==> src/rtl/store_buffer_if.sv <==
// store_buffer_if: bundles the store-issue, load-check and cache-write
// signals of the store buffer.
//
// Signal groups:
//   store issue : st_valid_i, st_ready_o, st_addr_i, st_data_i, st_funct3_i, st_err_o
//   load check  : ld_check_i, ld_addr_i, ld_hazard_o
//   cache write : drain_en_i, we_o, w_addr_o, w_data_o, mem_mode_o
//   status      : count_o, empty_o
//
// Handshake: a store transfers at the rising clock edge where st_valid_i and
// st_ready_o are both high and st_funct3_i is SB/SH/SW. The producer may hold
// st_valid_i high with stable payload while st_ready_o is low. st_ready_o
// depends only on registered state. On the cache side drain_en_i plays the
// role of ready: an entry is written and retired at the edge where we_o is high.
//
// Modports: slave = the store buffer itself, master = pipeline/cache side.
interface store_buffer_if #(
  parameter int ADDR_W = 32,
  parameter int DATA_W = 32,
  parameter int CNT_W  = 3
) ();
  logic              st_valid_i;
  logic              st_ready_o;
  logic [ADDR_W-1:0] st_addr_i;
  logic [DATA_W-1:0] st_data_i;
  logic [2:0]        st_funct3_i;
  logic              st_err_o;

  logic              ld_check_i;
  logic [ADDR_W-1:0] ld_addr_i;
  logic              ld_hazard_o;

  logic              drain_en_i;
  logic              we_o;
  logic [ADDR_W-1:0] w_addr_o;
  logic [DATA_W-1:0] w_data_o;
  logic [2:0]        mem_mode_o;

  logic [CNT_W-1:0]  count_o;
  logic              empty_o;

  modport slave (
    input  st_valid_i, st_addr_i, st_data_i, st_funct3_i,
    input  ld_check_i, ld_addr_i,
    input  drain_en_i,
    output st_ready_o, st_err_o, ld_hazard_o,
    output we_o, w_addr_o, w_data_o, mem_mode_o,
    output count_o, empty_o
  );

  modport master (
    output st_valid_i, st_addr_i, st_data_i, st_funct3_i,
    output ld_check_i, ld_addr_i,
    output drain_en_i,
    input  st_ready_o, st_err_o, ld_hazard_o,
    input  we_o, w_addr_o, w_data_o, mem_mode_o,
    input  count_o, empty_o
  );
endinterface

==> src/rtl/store_buffer.sv <==
// store_buffer: in-order FIFO of committed stores (SB/SH/SW) between the MEM
// stage and the data cache write port. One entry drains per cycle when the
// cache port is available. Loads whose 4-byte word overlaps any pending
// store's bytes are flagged so the pipeline can hold them.
//
// Ports:
//   clk_i  : clock, all state changes on its rising edge
//   rst_ni : asynchronous active-low reset, discards all pending stores
//   sb     : store_buffer_if.slave (store issue, load check, cache write, status)
//
// DEPTH must be a power of two and at least 2 so the pointers wrap naturally.
module store_buffer #(
  parameter int DEPTH  = 4,
  parameter int ADDR_W = 32,
  parameter int DATA_W = 32
) (
  input  logic         clk_i,
  input  logic         rst_ni,
  store_buffer_if.slave sb
);

  localparam int PTR_W = $clog2(DEPTH);
  localparam int CNT_W = PTR_W + 1;
  localparam logic [CNT_W-1:0] DEPTH_C = CNT_W'(DEPTH);

  localparam logic [2:0] F3_SB = 3'b000;
  localparam logic [2:0] F3_SH = 3'b001;
  localparam logic [2:0] F3_SW = 3'b010;

  // Entry storage. Payload fields are only meaningful while the matching
  // valid bit is set, so they carry no reset.
  logic [ADDR_W-1:0] r_addr   [DEPTH];
  logic [DATA_W-1:0] r_data   [DEPTH];
  logic [2:0]        r_funct3 [DEPTH];
  logic [DEPTH-1:0]  r_valid;

  logic [PTR_W-1:0]  r_head;
  logic [PTR_W-1:0]  r_tail;
  logic [CNT_W-1:0]  r_count;
  logic              r_err;

  logic              w_legal;
  logic              w_ready;
  logic              w_empty;
  logic              w_push;
  logic              w_pop;
  logic              w_hazard;
  logic [ADDR_W:0]   w_ld_lo;
  logic [ADDR_W:0]   w_ld_hi;

  // Offset of the last byte touched by a store of the given width.
  function automatic logic [2:0] last_byte_off(input logic [2:0] funct3);
    case (funct3)
      F3_SB:   last_byte_off = 3'd0;
      F3_SH:   last_byte_off = 3'd1;
      default: last_byte_off = 3'd3;
    endcase
  endfunction

  // Upper end of a byte span, one bit wider than the address so a span that
  // runs past the top of memory does not wrap around to low addresses.
  function automatic logic [ADDR_W:0] span_hi(input logic [ADDR_W-1:0] lo,
                                               input logic [2:0]        off);
    span_hi = {1'b0, lo} + {{(ADDR_W - 2){1'b0}}, off};
  endfunction

  assign w_legal = (sb.st_funct3_i == F3_SB) ||
                   (sb.st_funct3_i == F3_SH) ||
                   (sb.st_funct3_i == F3_SW);

  assign w_ready = (r_count < DEPTH_C);
  assign w_empty = (r_count == '0);
  assign w_push  = sb.st_valid_i && w_ready && w_legal;
  assign w_pop   = !w_empty && sb.drain_en_i;

  // Loads always read a full word, so their span is [l, l+3].
  assign w_ld_lo = {1'b0, sb.ld_addr_i};
  assign w_ld_hi = span_hi(sb.ld_addr_i, 3'd3);

  // Every valid entry takes part, including the one draining this cycle;
  // a store arriving this cycle is not yet in the array and is ignored.
  always_comb begin
    w_hazard = 1'b0;
    for (int i = 0; i < DEPTH; i++) begin
      if (r_valid[i] &&
          ({1'b0, r_addr[i]} <= w_ld_hi) &&
          (w_ld_lo <= span_hi(r_addr[i], last_byte_off(r_funct3[i])))) begin
        w_hazard = 1'b1;
      end
    end
  end

  // Control state: pointers, occupancy, valid bits, error pulse.
  always_ff @(posedge clk_i or negedge rst_ni) begin
    if (!rst_ni) begin
      r_head  <= '0;
      r_tail  <= '0;
      r_count <= '0;
      r_valid <= '0;
      r_err   <= 1'b0;
    end else begin
      r_err <= sb.st_valid_i && !w_legal;

      // Head and tail only coincide when empty (no pop) or full (no push),
      // so the two valid-bit updates never target the same entry.
      if (w_pop) begin
        r_valid[r_head] <= 1'b0;
        r_head          <= r_head + PTR_W'(1);
      end
      if (w_push) begin
        r_valid[r_tail] <= 1'b1;
        r_tail          <= r_tail + PTR_W'(1);
      end

      case ({w_push, w_pop})
        2'b10:   r_count <= r_count + CNT_W'(1);
        2'b01:   r_count <= r_count - CNT_W'(1);
        default: r_count <= r_count;
      endcase
    end
  end

  // Payload capture; entries are never modified after the push.
  always_ff @(posedge clk_i) begin
    if (w_push) begin
      r_addr[r_tail]   <= sb.st_addr_i;
      r_data[r_tail]   <= sb.st_data_i;
      r_funct3[r_tail] <= sb.st_funct3_i;
    end
  end

  assign sb.st_ready_o  = w_ready;
  assign sb.st_err_o    = r_err;
  assign sb.ld_hazard_o = sb.ld_check_i && w_hazard;

  // Write bus shows the head entry while anything is pending, zero otherwise.
  assign sb.we_o       = w_pop;
  assign sb.w_addr_o   = w_empty ? '0 : r_addr[r_head];
  assign sb.w_data_o   = w_empty ? '0 : r_data[r_head];
  assign sb.mem_mode_o = w_empty ? '0 : r_funct3[r_head];

  assign sb.count_o = r_count;
  assign sb.empty_o = w_empty;

endmodule

==> src/flat_wrapper.sv <==
// flat-port wrapper written by rule: the top's interface ports become plain ports
module store_buffer_flat 
#(
  parameter int DEPTH  = 4,
  parameter int ADDR_W = 32,
  parameter int DATA_W = 32
)
  (clk_i, rst_ni, sb_st_valid_i, sb_st_addr_i, sb_st_data_i, sb_st_funct3_i, sb_ld_check_i, sb_ld_addr_i, sb_drain_en_i, sb_st_ready_o, sb_st_err_o, sb_ld_hazard_o, sb_we_o, sb_w_addr_o, sb_w_data_o, sb_mem_mode_o, sb_count_o, sb_empty_o);
  store_buffer_if #(.ADDR_W(ADDR_W), .DATA_W(DATA_W), .CNT_W((3))) sb_i ();
  input  logic clk_i;
  input  logic rst_ni;
  input wire logic [$bits(sb_i.st_valid_i)-1:0] sb_st_valid_i;
  input wire logic [$bits(sb_i.st_addr_i)-1:0] sb_st_addr_i;
  input wire logic [$bits(sb_i.st_data_i)-1:0] sb_st_data_i;
  input wire logic [$bits(sb_i.st_funct3_i)-1:0] sb_st_funct3_i;
  input wire logic [$bits(sb_i.ld_check_i)-1:0] sb_ld_check_i;
  input wire logic [$bits(sb_i.ld_addr_i)-1:0] sb_ld_addr_i;
  input wire logic [$bits(sb_i.drain_en_i)-1:0] sb_drain_en_i;
  output wire logic [$bits(sb_i.st_ready_o)-1:0] sb_st_ready_o;
  output wire logic [$bits(sb_i.st_err_o)-1:0] sb_st_err_o;
  output wire logic [$bits(sb_i.ld_hazard_o)-1:0] sb_ld_hazard_o;
  output wire logic [$bits(sb_i.we_o)-1:0] sb_we_o;
  output wire logic [$bits(sb_i.w_addr_o)-1:0] sb_w_addr_o;
  output wire logic [$bits(sb_i.w_data_o)-1:0] sb_w_data_o;
  output wire logic [$bits(sb_i.mem_mode_o)-1:0] sb_mem_mode_o;
  output wire logic [$bits(sb_i.count_o)-1:0] sb_count_o;
  output wire logic [$bits(sb_i.empty_o)-1:0] sb_empty_o;
  assign sb_i.st_valid_i = sb_st_valid_i;
  assign sb_i.st_addr_i = sb_st_addr_i;
  assign sb_i.st_data_i = sb_st_data_i;
  assign sb_i.st_funct3_i = sb_st_funct3_i;
  assign sb_i.ld_check_i = sb_ld_check_i;
  assign sb_i.ld_addr_i = sb_ld_addr_i;
  assign sb_i.drain_en_i = sb_drain_en_i;
  assign sb_st_ready_o = sb_i.st_ready_o;
  assign sb_st_err_o = sb_i.st_err_o;
  assign sb_ld_hazard_o = sb_i.ld_hazard_o;
  assign sb_we_o = sb_i.we_o;
  assign sb_w_addr_o = sb_i.w_addr_o;
  assign sb_w_data_o = sb_i.w_data_o;
  assign sb_mem_mode_o = sb_i.mem_mode_o;
  assign sb_count_o = sb_i.count_o;
  assign sb_empty_o = sb_i.empty_o;
  store_buffer #(.DEPTH(DEPTH), .ADDR_W(ADDR_W), .DATA_W(DATA_W)) u_core (.clk_i(clk_i), .rst_ni(rst_ni), .sb(sb_i));
endmodule
==> config.mk <==
export PLATFORM = sky130hd
export DESIGN_NAME = store_buffer_flat
export DESIGN_NICKNAME = d
export VERILOG_FILES = /design/src/rtl/store_buffer_if.sv /design/src/rtl/store_buffer.sv /design/src/flat_wrapper.sv
export SDC_FILE = /design/constraint.sdc
export NUM_CORES = 1
export LEC_CHECK = 0
export ABC_CLOCK_PERIOD_IN_PS = 6740
export CORE_MARGIN = 3
export CORE_UTILIZATION = 54
export DETAILED_ROUTE_END_ITERATION = 12
export PLACE_DENSITY = 0.79
export RECOVER_POWER = 50
export SYNTH_ARGS = -nofsm -noshare
export SYNTH_HDL_FRONTEND = slang
export SYNTH_SLANG_ARGS = --single-unit
==> constraint.sdc <==
create_clock -name clk_i -period 6.74 [get_ports clk_i]
set_clock_uncertainty 0.1 [all_clocks]
set_input_delay 1.348 -clock clk_i [delete_from_list [all_inputs] [get_ports clk_i]]
set_output_delay 1.348 -clock clk_i [all_outputs]
set_load 0.02 [all_outputs]
==> flow_summary_export.csv, run 1 <==
group,metric,value,unit
synthesis,synth.most_common_cell,"ha_1",
synthesis,ys_ff_latch,280,
run,cap_violations,2,
power,power.leakage,8.97,nW
critical_path,critPathLaunchType,"flop",
global_routing,grt_usage,30.2,%
clock_network,cts_made_buffers,30,
sta,worst_slew_margin_rel,-62.8,%
synthesis,yosysTopAreaCell,"edfxtp_1",
sta,worstMarginPinSlew,2.44,ns
worst_hold_path,worstHoldStart,"u_core.r_valid[1]",
critical_path,worstPathMaxFanout,5,
die,pin_count,179,
power,p_int,4.35,mW
power,swShare,33.4,%
cells_and_area,nets,2266,
sta,finalSetupViolCount,0,
placed_design,port_buffers,178,
clock_network,hold_buffers,0,
synthesis,synthMuxAreaShare,7.98,%
clock_network,ctsRootBufferMaster,"clkbuf_16",
cells_and_area,syn2layout_area_growth,22.2,%
placed_design,dp_slack,-0.198,ns
critical_path,arrival,5.12,ns
detailed_routing,drtAntennaViolNets,0,
clock_network,cts.clk_slew.worst_paths,0.06,ns
die,die_h,195,um
sta,setup_ws,0.169,ns
synthesis,ys_seq_area_share,43.4,%
synthesis,synth_common_cells,"274 x ha_1, 268 x edfxtp_1, 117 x nand2_1",
synthesis,yosysUniqueCellTypes,65,
sta,layout_min_cycle_time,6.57,ns
global_routing,grt_pass1_wl,89000,um
detailed_routing,vias,14600,
die,die_x,195,um
clock_network,clock_path_buffers,3,
synthesis,ys.flop_type,"edfxtp_1",
critical_path,cp.required,5.29,ns
die,fp-row-count,68,
synthesis,async_flop_share,4.29,%
clock_network,insertion_delay,0.59,ns
sta,fmax,152,MHz
sta,min_period_over_period,97.5,%
synthesis,syn_inst,1596,
die,dieArea,37900,um2
clock_network,cts_tree,"built",
synthesis,synth_edf_count,268,
cells_and_area,nFillCells,2542,
cells_and_area,final_util,67.6,%
global_routing,grt_max_degree,69,
power,netSwitchingPower,2.18,mW
detailed_routing,drtPass1Iterations,5,
global_routing,antenna_found_initial,6,
critical_path,r2r_start,"u_core.sb.count_o[2]",
global_routing,gr-total-overflow,0,
synthesis,synth_warnings,0,
synthesis,synth_top_cell_area_share,41.8,%
placed_design,placed_cell_area,22200,um2
global_routing,grt_pass1_vias,15100,
detailed_routing,via_per_inst,6.19,
power,power_frac_comb,39.0,%
worst_hold_path,hold_class,"flop to flop",
synthesis,avgSynthCellArea,12.1,um2
synthesis,netlist_area,19200,um2
detailed_routing,drc,0,
cells_and_area,regArea,8350,um2
clock_network,htree_levels,1,
detailed_routing,wl,57800,um
detailed_routing,drt_iter0_drc,1131,
placed_design,place_hpwl,44300,um
critical_path,crit_path_start,"u_core.r_funct3[3][2]",
synthesis,syn_nets,1979,
synthesis,synth_top_family_by_area,"adder cells",
critical_path,path_class,"flop to primary output",
power,finalPower,6.53,mW
synthesis,synthAdderAreaFrac,18.3,%
synthesis,yosys.area_share.xor_xnor,7.06,%
detailed_routing,wl_per_cell,24.4,um
cells_and_area,design_area,23500,um2
sta,finalMaxSlewViolations,60,
power,vdd_drop_max,464,uV
die,core,34800,um2
placed_design,place_congestion,0.984,
outcome,status,"finished, violations left",
clock_network,cts_num_sinks,280,
outcome,violations,"max-capacitance violations, max-slew violations",
synthesis,synth_compound_area_share,7.00,%
power,clock_power_share,26.9,%
synthesis,synth.area.top_cells,"edfxtp_1 42%, ha_1 18%, mux4_2 7.7%, xor2_1 4.1%, xnor2_1 2.9%",
synthesis,synthSimpleGateAreaFrac,15.0,%
critical_path,worstSetupEndpointType,"primary output",
die,initial_utilization,55.3,%
power,power-per-cell-area,278,nW/um2
cells_and_area,multiInputGateArea,10800,um2
cells_and_area,final_layout_size_suffix_gt1_share,14.4,%
sta,finalHoldViolations,0,
power,seq_power_share,34.1,%
per-layer routing:
layer  up-vias  part of all wire (%)  global-route usage, %
met4         4                   4.1                   10.5
li1       6745                     -                      -
met1      7222                    41                   39.4
met3       122                   6.6                   5.34
met2       543                    49                   51.2
met5         -                 0.040                      0
cell usage in the layout, fill, tap and decap left out, types with 5 or more instances in the layout:
cell type / instances
ha_1: 272
edfxtp_1: 268
nand2_1: 117
buf_4: 104
clkdlybuf4s50_1: 99
xor2_1: 91
a21oi_1: 88
nor2b_1: 81
nand4_1: 76
nand3_1: 74
nor2_1: 74
dlygate4sd3_1: 70
mux4_2: 66
xnor2_1: 63
o21ai_0: 37
inv_1: 34
a21o_1: 33
clkbuf_16: 30
and3_1: 29
a211oi_1: 14
dfrtp_1: 10
and4_1: 9
nor3_1: 9
dlymetal6s2s_1: 8
nor4_1: 7
o211ai_1: 6
bufinv_16: 6
clkinv_1: 6
nor3_2: 5
and3_4: 5
or2_2: 5
nor4_2: 5
clkinv_2: 5
power groups by stage:
stage | combinational [mW] | sequential, mW | clock [mW]
5_1_grt | 2.73 | 2.25 | 1.85
6_report | 2.54 | 2.23 | 1.76
4_1_cts | 2.57 | 2.23 | 1.79
3_5_place_dp | 2.53 | 2.26 | 0
3_3_place_gp | 2.50 | 2.25 | 0
2_1_floorplan | 1.56 | 2.15 | 0
flip-flops by register name, indices dropped and copies added (netlist names):
name,cells
u_core.r_tail,2
u_core.r_addr,128
u_core.r_funct3,12
u_core.r_head,2
u_core.r_valid,4
u_core.r_data,128
u_core.sb.count_o,3
u_core.sb.st_err_o,1
cell type report:
type	instances	share of cell area [%]
clock buffer	32	3.22
clock inverter	24	1.30
sequential	280	35.5
timing repair buffer	282	11.0
tap	455	2.42
multi-input combinational	1255	46.0
inverter	34	0.543
antenna	4	0.0426
worst paths after layout:
kind / depth (start not counted) / slack, ns / endpoint
max in group asynchronous: 1 / 5.00 / u_core.r_head[0]
setup reg to reg: 4 / 2.68 / u_core.r_addr[3][10]
setup / recovery: 20 / 0.17 / sb_ld_hazard_o
hold / removal: 1 / 0.41 / u_core.r_valid[1]
min in group asynchronous: 1 / 1.10 / u_core.sb.count_o[0]
hold reg to reg: 1 / 0.41 / u_core.r_valid[1]
metrics by stage:
step	instances	hold slack [ns]	TNS, ns
floorplan	1596	0.350	0
global placement	2297	0.388	-0.0627
detailed placement	2297	0.391	-0.198
CTS	2354	0.407	0
global route	2364	0.424	-0.00799
finish	2366	0.410	0
critical path, stage by stage, from the launching register on:
cell and delay, ns:
edfxtp_1 0.37, or3_1 0.12, ha_1 0.16, inv_1 0.06, fa_2 0.36, and4b_4 0.38, nand4_4 0.15, nor4_4 0.27
nor3b_4 0.41, nand3_1 0.14, xor2_1 0.17, ha_1 0.32, a21o_1 0.19, a21oi_1 0.15, a21oi_1 0.09, nor4bb_1 0.30
o31ai_1 0.18, a21oi_1 0.20, o22ai_1 0.14, a41oi_2 0.22, buf_6 0.16
repair_timing:
item                       CTS  global route
pin swaps                    5            15
resized for setup           16            32
buffers inserted             1             8
gates cloned                 0             0
setup endpoints to repair    1             1
cells by family after synthesis:
group / after synthesis
XOR/XNOR: 155
AO/OA/AOI/OAI: 217
adder cells (fa/ha/maj): 279
AND/OR/NAND/NOR: 535
buffers and inverters: 61
multiplexers: 69
flip-flops: 280
Power figures use the tool's default switching activity.
==> run 2, diff against run 1 <==
Settings changed: SKIP_LAST_GASP from default to 1.
==> results of run 2 <==
The final DEF is identical to that of run 1; final timing and power are the same.
==> run 3, diff against run 2 <==
Settings changed: CORE_MARGIN 3 to default, CORE_UTILIZATION 54 to 55, PLACE_DENSITY 0.79 to 0.8.
==> run 3 against run 2 <==
Net effect:
- utilization increased by 1.0 points
- the flow still finishes with violations (max-capacitance violations, max-slew violations)
- design area increased by 0.55%
- fmax fell by 0.12%
- largest cell class unchanged
- critical path type is now input pin to primary output
- first-iteration DRC count fell by 5.8%
- sequential power is essentially flat
- clock-buffer cell count is 4 higher
- routed wire length up 2.2%
==> flow_summary_export.csv, run 3 (same netlist as run 1, synthesis figures left out) <==
group,metric,value,unit
sta,finalSetupViolCount,0,
critical_path,path_class,"input pin to primary output",
worst_hold_path,worstHoldStart,"u_core.r_valid[1]",
clock_network,cts_tree,"built",
critical_path,slowest_stage,"clkdlybuf4s50_1",
detailed_routing,via_per_inst,6.25,
power,clock_power_share,25.6,%
sta,worstMarginPinSlew,3.53,ns
worst_hold_path,min_to,"u_core.r_valid[1]",
die,dieArea,35700,um2
power,swShare,33.8,%
outcome,status,"finished, violations left",
critical_path,cp.required,5.29,ns
placed_design,port_buffers,178,
cells_and_area,reg.largest.list,"u_core.r_addr (128), u_core.r_data (128), u_core.r_funct3 (12)",
power,seq_power_share,34.7,%
cells_and_area,final_util,68.6,%
sta,worst_slew_margin_rel,-135,%
critical_path,worstSetupEndpointType,"primary output",
die,initial_utilization,55.8,%
critical_path,rrSetupSlack,1.98,ns
die,fp-row-count,68,
worst_hold_path,holdPathStages,1,
die,pin_count,179,
clock_network,insertion_delay,0.60,ns
clock_network,cts.clk_slew.worst_paths,0.06,ns
sta,finalHoldViolations,0,
placed_design,place_hpwl,45000,um
critical_path,r2r_start,"u_core.sb.count_o[2]",
clock_network,cts_num_sinks,280,
sta,fmax,152,MHz
critical_path,reg2regPathDepth,4,
critical_path,slowest_delay,0.49,ns
power,netSwitchingPower,2.19,mW
cells_and_area,final_layout_size_suffix_gt1_share,15.7,%
global_routing,antenna_found_initial,4,
critical_path,critPathLaunchType,"input pin",
run,cap_violations,2,
cells_and_area,syn2layout_area_growth,22.9,%
sta,min_period_over_period,97.6,%
detailed_routing,drtAntennaViolNets,0,
cells_and_area,final_cell_mix,"272 x ha_1, 268 x edfxtp_1, 122 x buf_4",
global_routing,grt_pass1_wl,89300,um
global_routing,grt_pass1_vias,15000,
cells_and_area,regArea,8350,um2
detailed_routing,drc,0,
global_routing,grt_max_degree,69,
sta,finalMaxSlewViolations,74,
clock_network,ctsRootBufferMaster,"clkbuf_16",
power,power-per-cell-area,274,nW/um2
sta,setup_ws,0.160,ns
sta,setup-tns-final,0,ns
outcome,violations,"max-capacitance violations, max-slew violations",
cells_and_area,nets,2284,
detailed_routing,drt_iter0_drc,1065,
power,vdd_drop_max,414,uV
global_routing,gr-total-overflow,0,
detailed_routing,wl_per_cell,24.8,um
placed_design,dp_slack,-0.242,ns
critical_path,worstPathMaxFanout,4,
die,core,34500,um2
clock_network,cts_made_buffers,29,
power,power_frac_comb,39.6,%
power,power.leakage,8.99,nW
global_routing,grt_usage,33.4,%
worst_hold_path,hold_class,"flop to flop",
critical_path,timing.rr.end,"u_core.r_addr[1][3]",
die,die_x,189,um
die,die_h,189,um
cells_and_area,nFillCells,2497,
sta,layout_min_cycle_time,6.58,ns
critical_path,cp_common_cell,"and3_4",
critical_path,arrival,5.13,ns
clock_network,clock_path_buffers,3,
cells_and_area,multiInputGateArea,10900,um2
cells_and_area,mostFrequentLayoutCell,"ha_1",
critical_path,crit_chain,"clkdlybuf4s50_1 -> and4_1 -> and3_4 -> and3_4 -> and3_4 -> nand4_1 -> xor2_1 -> buf_4 -> ha_1 -> nand4_1 -> nor4_2 -> buf_4 -> o31a_1 -> o21ai_0 -> a211o_1 -> o211ai_1 -> a41oi_2 -> buf_6",
power,p_int,4.29,mW
detailed_routing,vias,14900,
clock_network,htree_levels,1,
detailed_routing,wl,59100,um
detailed_routing,drtPass1Iterations,5,
placed_design,place_congestion,0.987,
==> run 3: changes by cell type in the layout (fill, tap and decap cells not counted), sizes merged, moves of 3 or more <==
cell / delta
dlygate4sd3: +3
dlymetal6s2s: -6
clkinvlp: -3
clkdlybuf4s50: +3
clkbuf: +4
diode: -3
buf: +19
==> run 3: worst max path at each step <==
stage | from | to | slack (ns) | cells after the start
finish | sb_ld_addr_i[11] | sb_ld_hazard_o | 0.16 | 18
global route | u_core.r_funct3[3][1] | sb_ld_hazard_o | -0.05 | 21
detailed placement | sb_ld_addr_i[0] | sb_ld_hazard_o | -0.24 | 20
global placement | sb_ld_addr_i[0] | sb_ld_hazard_o | -0.11 | 20
CTS | sb_ld_addr_i[0] | sb_ld_hazard_o | 0.004 | 23
floorplan | sb_ld_addr_i[0] | sb_ld_hazard_o | 0.57 | 18
==> run 3: power groups by stage <==
stage          clock [mW]  sequential, mW  combinational (mW)
4_1_cts              1.69            2.25                2.58
6_report             1.66            2.25                2.57
3_5_place_dp            0            2.28                2.53
5_1_grt              1.74            2.27                2.74
3_3_place_gp            0            2.27                2.48
2_1_floorplan           0            2.15                1.56
==> run 3: cell type report <==
cell class	instances	area share [%]
clock inverter	18	0.969
antenna	1	0.0106
clock buffer	36	3.18
sequential	280	35.3
inverter	34	0.540
timing repair buffer	301	11.5
multi-input combinational	1255	46.1
tap	455	2.41
==> run 3: worst max-delay path, delay by kind of cell <==
kind / cells / cell delay [ns]
buffers and inverters: 4 / 0.98
and+or+nand+nor: 7 / 1.52
adders and majority gates: 1 / 0.31
AOI/OAI and AO/OA: 5 / 0.72
xor gates and xnor gates: 1 / 0.24
==> run 3: stage by stage <==
step | hold slack (ns) | area (um2) | instances | power (mW)
final | 0.391 | 23600 | 2380 | 6.48
after global routing | 0.403 | 23600 | 2379 | 6.75
after CTS | 0.389 | 23400 | 2368 | 6.52
after detailed placement | 0.377 | 22300 | 2313 | 4.81
after global placement | 0.369 | 22300 | 2313 | 4.75
after floorplan | 0.350 | 19200 | 1596 | 3.71
==> run 3: metal layers <==
metal | part of all wire [%] | vias up | global-route usage [%]
met2 | 48 | 631 | 57.0
met3 | 7.6 | 131 | 6.14
li1 | - | 6789 | -
met5 | 0.066 | - | 0
met4 | 4.3 | 6 | 12.2
met1 | 40 | 7307 | 42.4
==> run 3: repair_timing <==
action                     in CTS  in global routing
resized for setup              18                 40
setup endpoints to repair       1                  1
buffers inserted                1                 11
hold buffers                    0                  0
pin swaps                       9                 18
==> RTL change 1 (settings of run 2) <==
`DATA_W` is set to 32 in 3 places; all go to 64.
--- a/src/rtl/store_buffer_if.sv
+++ b/src/rtl/store_buffer_if.sv
@@ -18,3 +18,3 @@
   parameter int ADDR_W = 32,
-  parameter int DATA_W = 32,
+  parameter int DATA_W = 64,
   parameter int CNT_W  = 3
--- a/src/rtl/store_buffer.sv
+++ b/src/rtl/store_buffer.sv
@@ -14,3 +14,3 @@
   parameter int ADDR_W = 32,
-  parameter int DATA_W = 32
+  parameter int DATA_W = 64
 ) (
--- a/src/flat_wrapper.sv
+++ b/src/flat_wrapper.sv
@@ -5,3 +5,3 @@
   parameter int ADDR_W = 32,
-  parameter int DATA_W = 32
+  parameter int DATA_W = 64
 )
Ports: changed (resized sb_st_data_i and sb_w_data_o); port bits go from 179 to 243. No check against the original RTL was run, so the function may have changed too.
==> RTL change 1 against run 2 <==
- the flow still finishes with violations (capacitance limit, slew limit)
- count of clock-buffer cells in the layout up 20
- worst hold slack better by 0.044 ns
- power up 41%
- cell area up 29%
- utilization up 2.2 points
- worst setup slack worse by 0.084 ns
- wire length up 31%
- via count up 20%
- synthesized area up 25%
- sequential power up 43%
- sequential cell count up 128
- highest routed layer unchanged
==> RTL change 1: results (changes against run 2) <==
[clock_tree]
cts_made_buffers=42  ; +40%
cts.sink_count=408  ; +46%
ctsResizeCount=60  ; +44

[cells_and_area]
clock_buffers=52  ; +63%
clk_share=0.0472  ; +0.00197
non_clock_inverter_count=32  ; -5.9%
layout-drive-gt1-share=0.201  ; +0.0565
multi_input_gates=1311  ; +4.5%
final_cells=2846  ; +20%
diodes=9  ; +5
largestRegisters=u_core.r_data: 256 flops, u_core.r_addr: 128 flops, u_core.r_funct3: 12 flops
final_nets=2635  ; +16%
buf_share=0.126  ; +0.0165

[placement]
dp_worst_setup_slack_ns=-0.776  ; -0.578 ns
dp_hpwl_mm=54.1  ; +22%
place_inst=2745  ; +20%

[worst_setup_path]
ff2ff_setup_slack_ns=1.53  ; -1.15 ns
cp_slowest_cell=clkdlybuf4s50_1
crit_fanout=3  ; -2

[worst_hold_path]
holdCritStartpoint=u_core.sb.count_o[0]$_DFFE_PN0P_
holdPathEnd=u_core.sb.count_o[0]$_DFFE_PN0P_

[job]
maxCapViolCount=1  ; -1

[yosys]
synth_edf_count=396  ; +48%
synth_compound_area_frac=0.0590  ; -0.0110
yosys.area_share.adder=0.147  ; -0.0366
synthXorXnorAreaFrac=0.0565  ; -0.0141
synth_cell_type_count=63  ; -3.1%

[sta]
hold_slack_ns=0.454  ; +0.0435 ns
report.final.slew_viol_count=48  ; -20%

[run_status]
failed_checks=capacitance limit, slew limit
status=finished, violations left

[global_route]
antenna_found_initial=12  ; +6
grt_use_total=0.323  ; +0.0209
grt_max_degree=72  ; +4.3%
grt_pass1_wl_mm=114  ; +28%

[detailed_routing]
vias_per_cell=6.19  ; about the same
wl_mm=75.5  ; +31%

[pwr]
p_leak_uw=0.0114  ; +27%

RTL change 1: critical path: cells and delay by family:
family | cells | cell delay (ns)
AND/OR/NAND/NOR | 8 | 1.29
AO/OA/AOI/OAI | 5 | 1.22
buffers and inverters | 3 | 0.87
adder cells (fa/ha/maj) | 1 | 0.29
XOR/XNOR | 1 | 0.18
RTL change 1: power breakdown:
part	internal, uW	switching (uW)	leakage (uW)	total [uW]
registers	2960	234	0.00372	3200
clock network	1410	1020	0.000697	2430
logic	1740	1840	0.00695	3580
total	6110	3090	0.0114	9210
RTL change 1: stage by stage:
stage	utilization	cell area (um2)	setup TNS (ns)	power, uW
2_1_floorplan	-	24000	0	5210
3_3_place_gp	0.650	28300	-0.652	6700
3_5_place_dp	0.650	28300	-0.776	6760
4_1_cts	0.689	30000	0	9260
5_1_grt	0.698	30400	-0.0103	9590
6_report	0.698	30400	0	9210
RTL change 1: layer usage:
layer  GRT usage  share of wire
met5           0        0.00033
met4       0.119          0.040
met3      0.0776          0.080
met2       0.554           0.50
met1       0.401           0.38
==> RTL change 2 (flow settings as in run 2) <==
Without the edit above. Make the reset (`rst_ni`) synchronous in one clocked block. Comments in the files are not updated.
--- a/src/rtl/store_buffer.sv
+++ b/src/rtl/store_buffer.sv
@@ -93,3 +93,3 @@
   // Control state: pointers, occupancy, valid bits, error pulse.
-  always_ff @(posedge clk_i or negedge rst_ni) begin
+  always_ff @(posedge clk_i) begin
     if (!rst_ni) begin
Formal check against the unedited RTL: not equivalent (Yosys sat finds a counterexample within 4 cycles, from zero or initial values and one cycle with rst_ni low; the reset may be asserted at any time).
==> RTL change 2 against run 2 <==
- the run still ends with capacitance limit, slew limit left
- wire length increased by 2.4%
- cell count increased by 4.6%
- worst setup slack got worse by 0.017 ns
- sequential cell count increased by 2
- utilization increased by 1.9 points
- via count increased by 4.4%
- clock power decreased by 5%
- maximum frequency decreased by 0.26%
- cell area increased by 3.3%
- non-clock buffer count increased by 74
- combinational power decreased by 29%
- synthesized area increased by 0.65%
- sequential power decreased by 6%
- power decreased by 15%
- critical path type unchanged
- critical endpoint unchanged
- largest power group is now registers
==> RTL change 2: results (changes against run 2) <==
[run_status]
status=finished, violations left
failed_checks=capacitance limit, slew limit

[clock_tree]
insertion_delay_ns=0.57  ; -0.02 ns
ctsResizeCount=18  ; +2
cts_made_buffers=29  ; -3.3%
root_buffer=clkbuf_16
post_cts_buffers=0  ; -1

[yosys]
synth_cell_type_count=62  ; -4.6%
syn_avg_cell_area_um2=11.8  ; -1.9%
synth_common_cells=274 x ha_1, 268 x edfxtp_1, 130 x nand2_1, 91 x xor2_1, 85 x a21oi_1
synth_top_area_frac=0.416  ; -0.00270
async_reset_ff_frac=0  ; -0.0429
synth.area.top_cells=edfxtp_1 42%, ha_1 18%, mux4_2 7.8%
syn-num-nets=2020  ; +2.1%
seq_area_frac_synth=0.430  ; -0.00384

[detailed_routing]
vias_per_cell=6.17  ; -0.24%
drt_iter0_drc=1163  ; +2.8%
top_layer=met4
met1Wirelength_mm=24.1  ; +2.4%
dr_wl_met2_mm=28.1  ; +0.13%
wl_per_cell_um=23.9  ; -2.2%
met3_length_mm=4.37  ; +14%

[placement]
dp_worst_setup_slack_ns=-0.620  ; -0.422 ns
place_inst=2410  ; +4.9%
dp_hpwl_mm=45.0  ; +1.7%
place_area_um2=22900  ; +3.0%
place_congestion=1.05  ; +6.5%

[cells_and_area]
final_cells=2476  ; +4.6%
fillers=2504  ; -1.5%
layout-drive-gt1-share=0.173  ; +0.0291
area_growth_pct=25.5

[global_route]
grt_use_met1=0.402  ; +0.00792
grt_pass1_vias=15300  ; +1.6%
grt_pass1_wl_mm=90.2  ; +1.3%
met3_usage=0.0580  ; +0.00458
antenna_found_initial=2  ; -4
met2_usage=0.505  ; -0.00667
grt_use_total=0.305  ; +0.00273

[pwr]
powerClk_uw=1670  ; -5%
p_sw_uw=1730  ; -21%
p_leak_uw=0.00928  ; +3.4%
swShare=0.311  ; -0.0231
peakVddDrop_mv=0.613  ; +32%
pg_comb_uw=1810  ; -29%

[worst_setup_path]
crit_arrival_ns=5.14  ; +0.02 ns
cp_slowest_cell=edfxtp_1
cp_slowest_stage_delay_ns=0.42
crit_fanout=3  ; -2

[sta]
report.final.slew_viol_count=118  ; +97%
slew_headroom=-1.35  ; -0.718

[job]
maxCapViolCount=3  ; +1

RTL change 2: changes by cell type after synthesis, sizes merged, moves of 10 or more:
cell and change:
nor3 +11, nand2 +13, nand4 -18, dfxtp +14, dfrtp -12, o21ai +10
inv +10
RTL change 2: path summary, 6_finish.rpt:
kind | from | endpoint | slack (ns) | cells after the start
min | u_core.r_tail[1]$_SDFFE_PN0P_ | u_core.r_tail[1]$_SDFFE_PN0P_ | 0.47 | 2
min reg2reg | u_core.r_tail[1]$_SDFFE_PN0P_ | u_core.r_tail[1]$_SDFFE_PN0P_ | 0.47 | 2
max | u_core.r_funct3[1][1]$_DFFE_PP_ | sb_ld_hazard_o | 0.15 | 20
max reg2reg | u_core.sb.count_o[2]$_SDFFE_PN0P_ | u_core.r_funct3[3][0]$_DFFE_PP_ | 2.13 | 4
RTL change 2: layout make-up:
class,count,area (um2),share of cell area
clock inverters,19,248,0.0102
clock buffers,33,741,0.0305
inverters,44,165,0.00680
diodes,2,5.00,0.000206
well taps,455,569,0.0234
repair buffers,356,3160,0.130
flip-flops and latches,282,8340,0.343
multi-input cells,1285,11100,0.456
RTL change 2: kinds of logic (layout without fill, tap and decap cells):
group,count (synthesis),after routing,share of synthesized area
flops,282,282,0.430
compound gates,234,234,0.0758
fa+ha+maj,279,279,0.182
mux,68,68,0.0785
simple gates,550,550,0.150
buf+inv,70,452,0.0138
xor+xnor,154,154,0.0697
other cells,0,2,0
RTL change 2: critical path: cells and delay by family, from the launching register on:
family | cells | cell delay [ns]
AOI/OAI and AO/OA | 4 | 1.03
adders and majority gates | 2 | 0.56
xor gates and xnor gates | 1 | 0.16
buffers and inverters | 3 | 0.48
and+or+nand+nor | 10 | 1.89
DFF | 1 | 0.42
